===== config.mk =====
export PLATFORM = sky130hd
export DESIGN_NAME = icache
export DESIGN_NICKNAME = d
export VERILOG_FILES = /design/src/rtl/icache_pkg.sv /design/src/rtl/icache_array.sv /design/src/rtl/icache.sv
export SDC_FILE = /design/constraint.sdc
export NUM_CORES = 2
export LEC_CHECK = 0
export ABC_AREA = 1
export CAP_MARGIN = 20
export CELL_PAD_IN_SITES_DETAIL_PLACEMENT = 0
export CELL_PAD_IN_SITES_GLOBAL_PLACEMENT = 2
export CORE_ASPECT_RATIO = 0.8
export CORE_MARGIN = 1.5
export CORE_UTILIZATION = 40
export CTS_CLUSTER_DIAMETER = 200
export CTS_CLUSTER_SIZE = 28
export DETAILED_ROUTE_END_ITERATION = 12
export PLACE_DENSITY = 0.78
export SLEW_MARGIN = 25
export SYNTH_ARGS = -nofsm -noshare
export SYNTH_HDL_FRONTEND = slang
export SYNTH_SLANG_ARGS = --single-unit
export TNS_END_PERCENT = 30

===== constraint.sdc =====
create_clock -name clk -period 8.4 [get_ports clk]
set_input_delay 1.26 -clock clk [delete_from_list [all_inputs] [get_ports clk]]
set_output_delay 1.26 -clock clk [all_outputs]
set_load 0.01 [all_outputs]

===== src/rtl/icache_pkg.sv =====
// Shared geometry, state encoding and region helper for the direct-mapped
// instruction cache.
package icache_pkg;

   localparam int ICACHE_IDX_W = 6;
   localparam int ICACHE_TAG_W = 32 - 2 - ICACHE_IDX_W;
   localparam int ICACHE_LINES = 1 << ICACHE_IDX_W;

   typedef enum logic [1:0] {
      IC_IDLE   = 2'd0,
      IC_REFILL = 2'd1,
      IC_RESP   = 2'd2
   } ic_state_t;

   // The IO window is never cached; callers pass address bits [17:16].
   function automatic logic is_io(input logic [1:0] region);
      return region == 2'b11;
   endfunction

endpackage


===== src/rtl/icache_array.sv =====
// Valid/tag/data storage for the instruction cache: combinational read,
// single synchronous write port, valid bits cleared by reset.
module icache_array
   import icache_pkg::*;
(
   input  logic                    clk,
   input  logic                    rst,
   input  logic [ICACHE_IDX_W-1:0] rd_idx,
   output logic                    rd_valid,
   output logic [ICACHE_TAG_W-1:0] rd_tag,
   output logic [31:0]             rd_data,
   input  logic                    wr_en,
   input  logic [ICACHE_IDX_W-1:0] wr_idx,
   input  logic [ICACHE_TAG_W-1:0] wr_tag,
   input  logic [31:0]             wr_data
);

   logic [ICACHE_LINES-1:0] valid;
   logic [ICACHE_TAG_W-1:0] tag_mem  [ICACHE_LINES];
   logic [31:0]             data_mem [ICACHE_LINES];

   always_ff @(posedge clk or posedge rst) begin
      if (rst) begin
         valid <= '0;
      end else if (wr_en) begin
         valid[wr_idx] <= 1'b1;
      end
   end

   // Tag and data need no reset: a line is only trusted once its valid bit is set.
   always_ff @(posedge clk) begin
      if (wr_en) begin
         tag_mem[wr_idx]  <= wr_tag;
         data_mem[wr_idx] <= wr_data;
      end
   end

   assign rd_valid = valid[rd_idx];
   assign rd_tag   = tag_mem[rd_idx];
   assign rd_data  = data_mem[rd_idx];

endmodule


===== src/rtl/icache.sv =====
// Direct-mapped instruction cache controller: one-cycle hits, single-word
// refill through the memory controller fetch handshake, flush abort.
module icache
   import icache_pkg::*;
(
   input  logic        clk,
   input  logic        rst,
   input  logic        rdy,
   input  logic        flush,
   input  logic        if_req,
   input  logic [31:0] if_addr,
   output logic        if_flg,
   output logic [31:0] if_inst,
   output logic        mem_req,
   output logic [31:0] mem_addr,
   input  logic        mem_flg,
   input  logic [31:0] mem_inst,
   output logic [31:0] hit_cnt,
   output logic [31:0] miss_cnt
);

   ic_state_t state;
   logic      flg_q;

   logic                    rd_valid;
   logic [ICACHE_TAG_W-1:0] rd_tag;
   logic [31:0]             rd_data;
   logic                    hit;
   logic                    wr_en;
   logic [31:0]             word_addr;

   assign word_addr = if_addr & 32'hFFFF_FFFC;

   icache_array u_array (
      .clk      (clk),
      .rst      (rst),
      .rd_idx   (if_addr[ICACHE_IDX_W+1:2]),
      .rd_valid (rd_valid),
      .rd_tag   (rd_tag),
      .rd_data  (rd_data),
      .wr_en    (wr_en),
      .wr_idx   (mem_addr[ICACHE_IDX_W+1:2]),
      .wr_tag   (mem_addr[31:ICACHE_IDX_W+2]),
      .wr_data  (mem_inst)
   );

   assign hit = rd_valid && (rd_tag == if_addr[31:ICACHE_IDX_W+2])
                && !is_io(if_addr[17:16]);

   // A flush landing together with mem_flg must not fill the line.
   assign wr_en = rdy && !flush && (state == IC_REFILL) && mem_flg
                  && !is_io(mem_addr[17:16]);

   assign if_flg = flg_q && !(flush && rdy);

   always_ff @(posedge clk or posedge rst) begin
      if (rst) begin
         state    <= IC_IDLE;
         flg_q    <= 1'b0;
         if_inst  <= '0;
         mem_req  <= 1'b0;
         mem_addr <= '0;
         hit_cnt  <= '0;
         miss_cnt <= '0;
      end else if (rdy) begin
         if (flush) begin
            state   <= IC_IDLE;
            flg_q   <= 1'b0;
            mem_req <= 1'b0;
         end else begin
            case (state)
               IC_IDLE: begin
                  if (if_req) begin
                     if (hit) begin
                        if_inst <= rd_data;
                        hit_cnt <= hit_cnt + 32'd1;
                        flg_q   <= 1'b1;
                        state   <= IC_RESP;
                     end else begin
                        mem_addr <= word_addr;
                        mem_req  <= 1'b1;
                        miss_cnt <= miss_cnt + 32'd1;
                        state    <= IC_REFILL;
                     end
                  end
               end
               IC_REFILL: begin
                  if (mem_flg) begin
                     if_inst <= mem_inst;
                     mem_req <= 1'b0;
                     flg_q   <= 1'b1;
                     state   <= IC_RESP;
                  end
               end
               IC_RESP: begin
                  flg_q <= 1'b0;
                  state <= IC_IDLE;
               end
               default: begin
                  flg_q   <= 1'b0;
                  mem_req <= 1'b0;
                  state   <= IC_IDLE;
               end
            endcase
         end
      end
   end

endmodule


Word-level counts from Yosys, hierarchy flattened
Memories as Yosys holds them, arrays and structs flattened.
Index checks and enable logic that the tools add are counted.
{"block": "totals", "n_memories": 2, "ram_bits": 3584, "word_cells": 77, "input_bits": 70, "output_inout_bits": 130, "ff_bits": 194}
{"block": "classes", "reduce_logical": 21, "eq_ne": 13, "add_sub_neg": 2, "n_lt_le_gt_ge": 3, "n_mux": 25, "n_bitwise": 3}
{"memory": "u_array.data_mem", "depth": 64, "width": 32, "read_ports": 1, "rd_clocked_by_memory_dff": 0, "write_ports": 1, "line_no": "icache_array.sv:20", "rtl": "logic [31:0] data_mem [ICACHE_LINES];"}
{"memory": "u_array.tag_mem", "depth": 64, "width": 24, "read_ports": 1, "rd_clocked_by_memory_dff": 0, "write_ports": 1, "line_no": "icache_array.sv:19", "rtl": "logic [ICACHE_TAG_W-1:0] tag_mem [ICACHE_LINES];"}
{"cell": "2-to-1 mux 32 bit", "n": 3}
{"cell": "adder 32 x 1 -> 32 bit (second input constant)", "n": 2}
{"cell": "OR 64 bit", "n": 1}
{"cell": "one-hot mux 32 bit (2 select lines)", "n": 1}
{"cell": "equality test 24 bit", "n": 1}
{"cell": "AND reduction 5 bit", "n": 3}
{"cell": "less-than comparator 6 x 7 -> 1 bit (second input constant)", "n": 2}
{"cell": "2-to-1 mux 1 bit", "n": 12}
{"cell": "inequality test 3 bit (second input constant)", "n": 4}
{"cell": "logical AND 1 bit", "n": 9}
{"cell": "2-to-1 mux 2 bit", "n": 4}
{"cell": "inequality test 2 bit (second input constant)", "n": 4}
{"cell": "binary-select mux 1 bit (select 6 bit)", "n": 1}
{"cell": "demux 1 bit (select 6 bit)", "n": 1}
{"cell": "equality test 2 bit (second input constant)", "n": 3}
{"cell": "greater-or-equal comparator 6 x 1 -> 1 bit (second input constant)", "n": 1}
{"cell": "AND reduction 6 bit", "n": 1}
{"cell": "zero test 1 bit", "n": 4}
{"cell": "one-hot mux 2 bit (2 select lines)", "n": 1}
{"cell": "AND reduction 4 bit", "n": 1}
{"cell": "one-hot mux 1 bit (3 select lines)", "n": 1}
{"cell": "AND reduction 3 bit", "n": 1}
{"cell": "equality test 2 x 1 -> 1 bit (second input constant)", "n": 1}
{"cell": "zero test 2 bit", "n": 1}
{"cell": "3 further kinds", "n": 4}

Longest topological paths before layout
{"block": "logic_depth", "ltp_word": 8, "mapped_depth": 26, "ltp_nobuf": 21}

Cells and area by module
From an unflattened synthesis, not the netlist that was laid out.
{"block": "unflattened", "hier_cells": 12957, "hier_area_um2": 153359.6}
{"module": "icache_array", "cells_per_inst": 11973, "n_inst": 1, "area_each_um2": 145977.5, "seq_area_each_um2": 109224.8}
{"module": "icache", "cells_per_inst": 984, "n_inst": 1, "area_each_um2": 7382.1, "seq_area_each_um2": 3253.1}

Least setup slack after synthesis
Ideal clock, no wire load.
{"block": "synth_path", "path_kind": "input to register", "from": "input port rdy", "to": "memory u_array.data_mem[16][0] (enable)", "t_required_ns": 7.929, "slack_ns": 3.355, "setup_time_ns": 0.471, "t_arrival_ns": 4.574, "path_buffers": 1, "cell_stages": 8, "cell_sequence": "inv_1 nor3_1 and3_1 clkbuf_1 inv_1 nor2_1 nand3_1 nor2_1"}
{"block": "synth_via", "elab_chain_len": 6}
{"element": "start, declared", "line_no": "icache.sv:8", "rtl": "input logic rdy,"}
{"element": "logical AND 1 bit (3 in series)", "line_no": "icache.sv:51", "rtl": "assign wr_en = rdy && !flush && (state == IC_REFILL) && mem_flg"}
{"element": "logical AND 1 bit", "line_no": "icache.sv:52", "rtl": "&& !is_io(mem_addr[17:16]);"}
{"element": "2-to-1 mux 1 bit", "line_no": "icache_array.sv:32", "rtl": "if (wr_en) begin"}
{"element": "2-to-1 mux 1 bit (implied by the code)", "line_no": "icache_array.sv:34", "rtl": "data_mem[wr_idx] <= wr_data;"}
{"element": "end, declared", "line_no": "icache_array.sv:20"}
No other way between the ends.

Worst setup path after layout
{"block": "layout_path", "from": "input port if_addr[3]", "to": "register miss_cnt[16]"}
{"block": "layout_via", "elab_chain_len": 6, "word_cells_on_any_way": 8, "classes_between": "eq/ne: 1; mux: 2; bitwise: 1; reduce/logical: 3; memory: 1"}
{"element": "start, declared", "line_no": "icache.sv:11", "rtl": "input logic [31:0] if_addr,"}
{"element": "memory read (64 x 24 bit) or binary-select mux 1 bit (select 6 bit) (tied branches)"}
{"element": "equality test 24 bit or 2-to-1 mux 1 bit (tied branches)", "line_no": "icache.sv:47, icache_array.sv:38"}
{"element": "logical AND 1 bit (*)", "line_no": "icache.sv:47", "rtl": "assign hit = rd_valid && (rd_tag == if_addr[31:ICACHE_IDX_W+2])"}
{"element": "logical AND 1 bit (*)", "line_no": "icache.sv:48", "rtl": "&& !is_io(if_addr[17:16]);"}
{"element": "inverter 1 bit (no line) (*)"}
{"element": "AND reduction 5 bit (no line) (*)"}
{"element": "end signal, assigned", "line_no": "icache.sv:82", "rtl": "miss_cnt <= miss_cnt + 32'd1;"}
{"element": "end, declared", "line_no": "icache.sv:19", "rtl": "output logic [31:0] miss_cnt"}
Mark *: on every way between the ends. The rest lies on a longest branch, timed or not. The select of a mux whose other input is x is not followed.
A chain may end at the register's enable or synchronous reset.

==> flow_summary.ini <==
[outcome]
outcome = complete, no violations

[worst_hold_path]
holdPathStages = 1
holdPathEnd = u_array.valid[22]
hp-start = u_array.valid[22]
hp-class = reg2reg

[clocking]
insertion_delay_ps = 930
post_cts_buffers = 0
cts_tree = yes
clock_sinks = 3778
path_clk_slew_ps = 120
clockBufferDepth = 4
cts_root_buffer = clkbuf_16
cts_inserted_buffers = 156
ctsHoldBuffers = 0
htreeDepth = 4
cts_resized = 0

[placement]
place_area_mm2 = 0.158
hpwl_um = 247000
preCtsSetupSlack_ps = 1560
place.gp.congestion = 0.787
portBuffers = 195

[sta]
min_period_ps = 5960
setup_ws_ps = 2440
finalCritPeriodShare_pct = 71.0
tightest_slew_ps = 1180
rsz0062_at_grt = false
drv_slew = 0
setup_tns_ps = 0
slew-limit-headroom_pct = 21.4
clock_skew_ps = 49.7
max_freq_mhz = 168
hold_violations = 0
setup_violations = 0

[final_layout]
area_growth_pct = 8.49
final_common_cell = edfxtp_1
fin_nets = 11900
final_cell_mix = edfxtp_1, nand2_1, nand3_1
utilization_pct = 43.6
final_layout_size_suffix_gt1_share_pct = 5.38
fin_area_mm2 = 0.163

[yosys]
synth_top_cell_area_share_pct = 71.6
synth-seq-cells = 3778
syn_avg_cell_area_um2 = 12.5
synth.largest_area_cell = edfxtp_1
synthesis.area_mm2 = 0.150
synth-warning-count = 0
ys_types = 42
yosys-top-cells-area = edfxtp_1, nand3_1, nand2_1, o21ai_0, nor2_1
syn_inst = 12000
seq_area_frac_synth_pct = 74.9

[worst_setup_path]
endpoint_kind = flip-flop
critPathRequiredTime_ps = 9180
rrSetupSlack_ps = 4020
r2r-end = miss_cnt[16]
startpoint_type = primary input
reg2reg_depth = 17
regToRegStartpoint = u_array.tag_mem[43][2]
critical_path_class = in2reg
cp_max_fo = 90
critPathArrivalTime_ps = 6740

[power_and_ir_drop]
p_leak_uw = 0.0535
peakVddDrop_mv = 0.167
p_total_uw = 35700
p_per_area_mw_per_mm2 = 219

[detailed_routing]
drc = 0
ant_nets = 0
drt_first_pass_iters = 9
vias_per_cell = 5.92
drtIter0Drc = 13600
num_vias = 99900
post_drt_wl_per_cell_um = 29.3
drt-total-wl_um = 494000

[grt]
grt_max_degree = 219
grt-ovfl-total = 0
grt_usage_pct = 25.3
grt_pass1_vias = 92500
grt_pass1_wl_um = 692000
antenna_found_initial = 16

[floorplan]
die_y_um = 551
start_util_pct = 40.2
coreArea_mm2 = 0.374
io_pins = 200
std_cell_rows = 201
dieArea_mm2 = 0.379
die_x_um = 688

[flow_run]
cap_violations = 0
[cells in the mapped netlist, drive strengths merged]
master and number:
o22ai 496, xor2 16, o21ai 1362, or2 66, clkbuf 508, inv 83, a22oi 1, ha 2
clkinv 1, o21bai 1, nor4 10, o311ai 2, dfrtp 194, buf 330, nor2 1385, and2 1
nand4 44, o221ai 111, edfxtp 3584, o31ai 3, nor3 13, nand2 2012, o32ai 8, xnor2 15
nand3b 23, conb 1, o211ai 36, nor3b 1, nand3 1644, and3 4, mux2i 16, a31oi 7
a21oi 13
[logic make-up after synthesis]
kind of cell             count (synthesis)  synth area share, %
XOR/XNOR                                31                0.181
buffers and inverters                  922                 2.60
multiplexers                            16                0.107
other                                    1              0.00250
AND/OR/NAND/NOR                       5203                 14.7
AO/OA/AOI/OAI                         2040                 7.58
flip-flops                            3778                 74.9
adder cells (fa/ha/maj)                  2               0.0167
[worst max-delay path: stages]
cell,delay [ps]
buf_8,250
inv_8,680
buf_4,590
nand3_1,130
nand3_1,120
nand3_1,120
nand3_1,110
nand3_1,170
nand3_1,120
nand2_1,130
nor2_1,310
nand2_1,100
nor2_1,540
nand2_1,260
nor2_4,340
nor2_4,220
nand2_4,470
buf_4,480
o21ai_0,130
[layer usage]
metal | track usage (%) | share of wire, % | vias to the layer above
met4 | 7.18 | 3.2 | 2
met1 | 36.4 | 43 | 51200
met5 | 0 | 0.0026 | -
met3 | 3.44 | 8.7 | 688
li1 | - | - | 43100
met2 | 40.4 | 46 | 4810
[registers in the layout (all words and copies together), names as in the netlist]
signal            flops
u_array.data_mem   2048
u_array.tag_mem    1536
u_array.valid        64
hit_cnt              32
if_inst              32
miss_cnt             32
mem_addr             30
state                 2
flg_q                 1
mem_req               1
[power breakdown]
part | total, uW | switching (uW) | leakage, uW | internal (uW)
clock | 9440 | 5740 | 0.00215 | 3700
combinational | 3870 | 2890 | 0.0164 | 978
sequential | 22400 | 485 | 0.0349 | 21900
total | 35700 | 9120 | 0.0535 | 26600
[final cells by class]
class / count / area [um2]
well taps: 4973 / 6220
fillers: 33700 / 211000
inverters: 84 / 363
flip-flops and latches: 3778 / 113000
clock inverters: 5 / 43.8
diodes: 8 / 20.0
clock buffers: 261 / 4460
multi-input cells: 7294 / 34400
repair buffers: 464 / 5010
[worst max-delay path by stage]
stage / cells past startpoint / end / from
2_1_floorplan: 1 / flg_q / rst
3_3_place_gp: 19 / miss_cnt[2] / if_addr[3]
3_5_place_dp: 19 / miss_cnt[6] / if_addr[3]
4_1_cts: 19 / miss_cnt[6] / if_addr[3]
5_1_grt: 20 / miss_cnt[16] / if_addr[3]
6_report: 19 / miss_cnt[16] / if_addr[3]
[per-stage QoR]
step	hold WS, ps	cells
after floorplan	434	12000
after global placement	451	16600
after detailed placement	453	16600
after CTS	479	16900
after global routing	487	16900
final	477	16900
(Power assumes the default switching activity.)
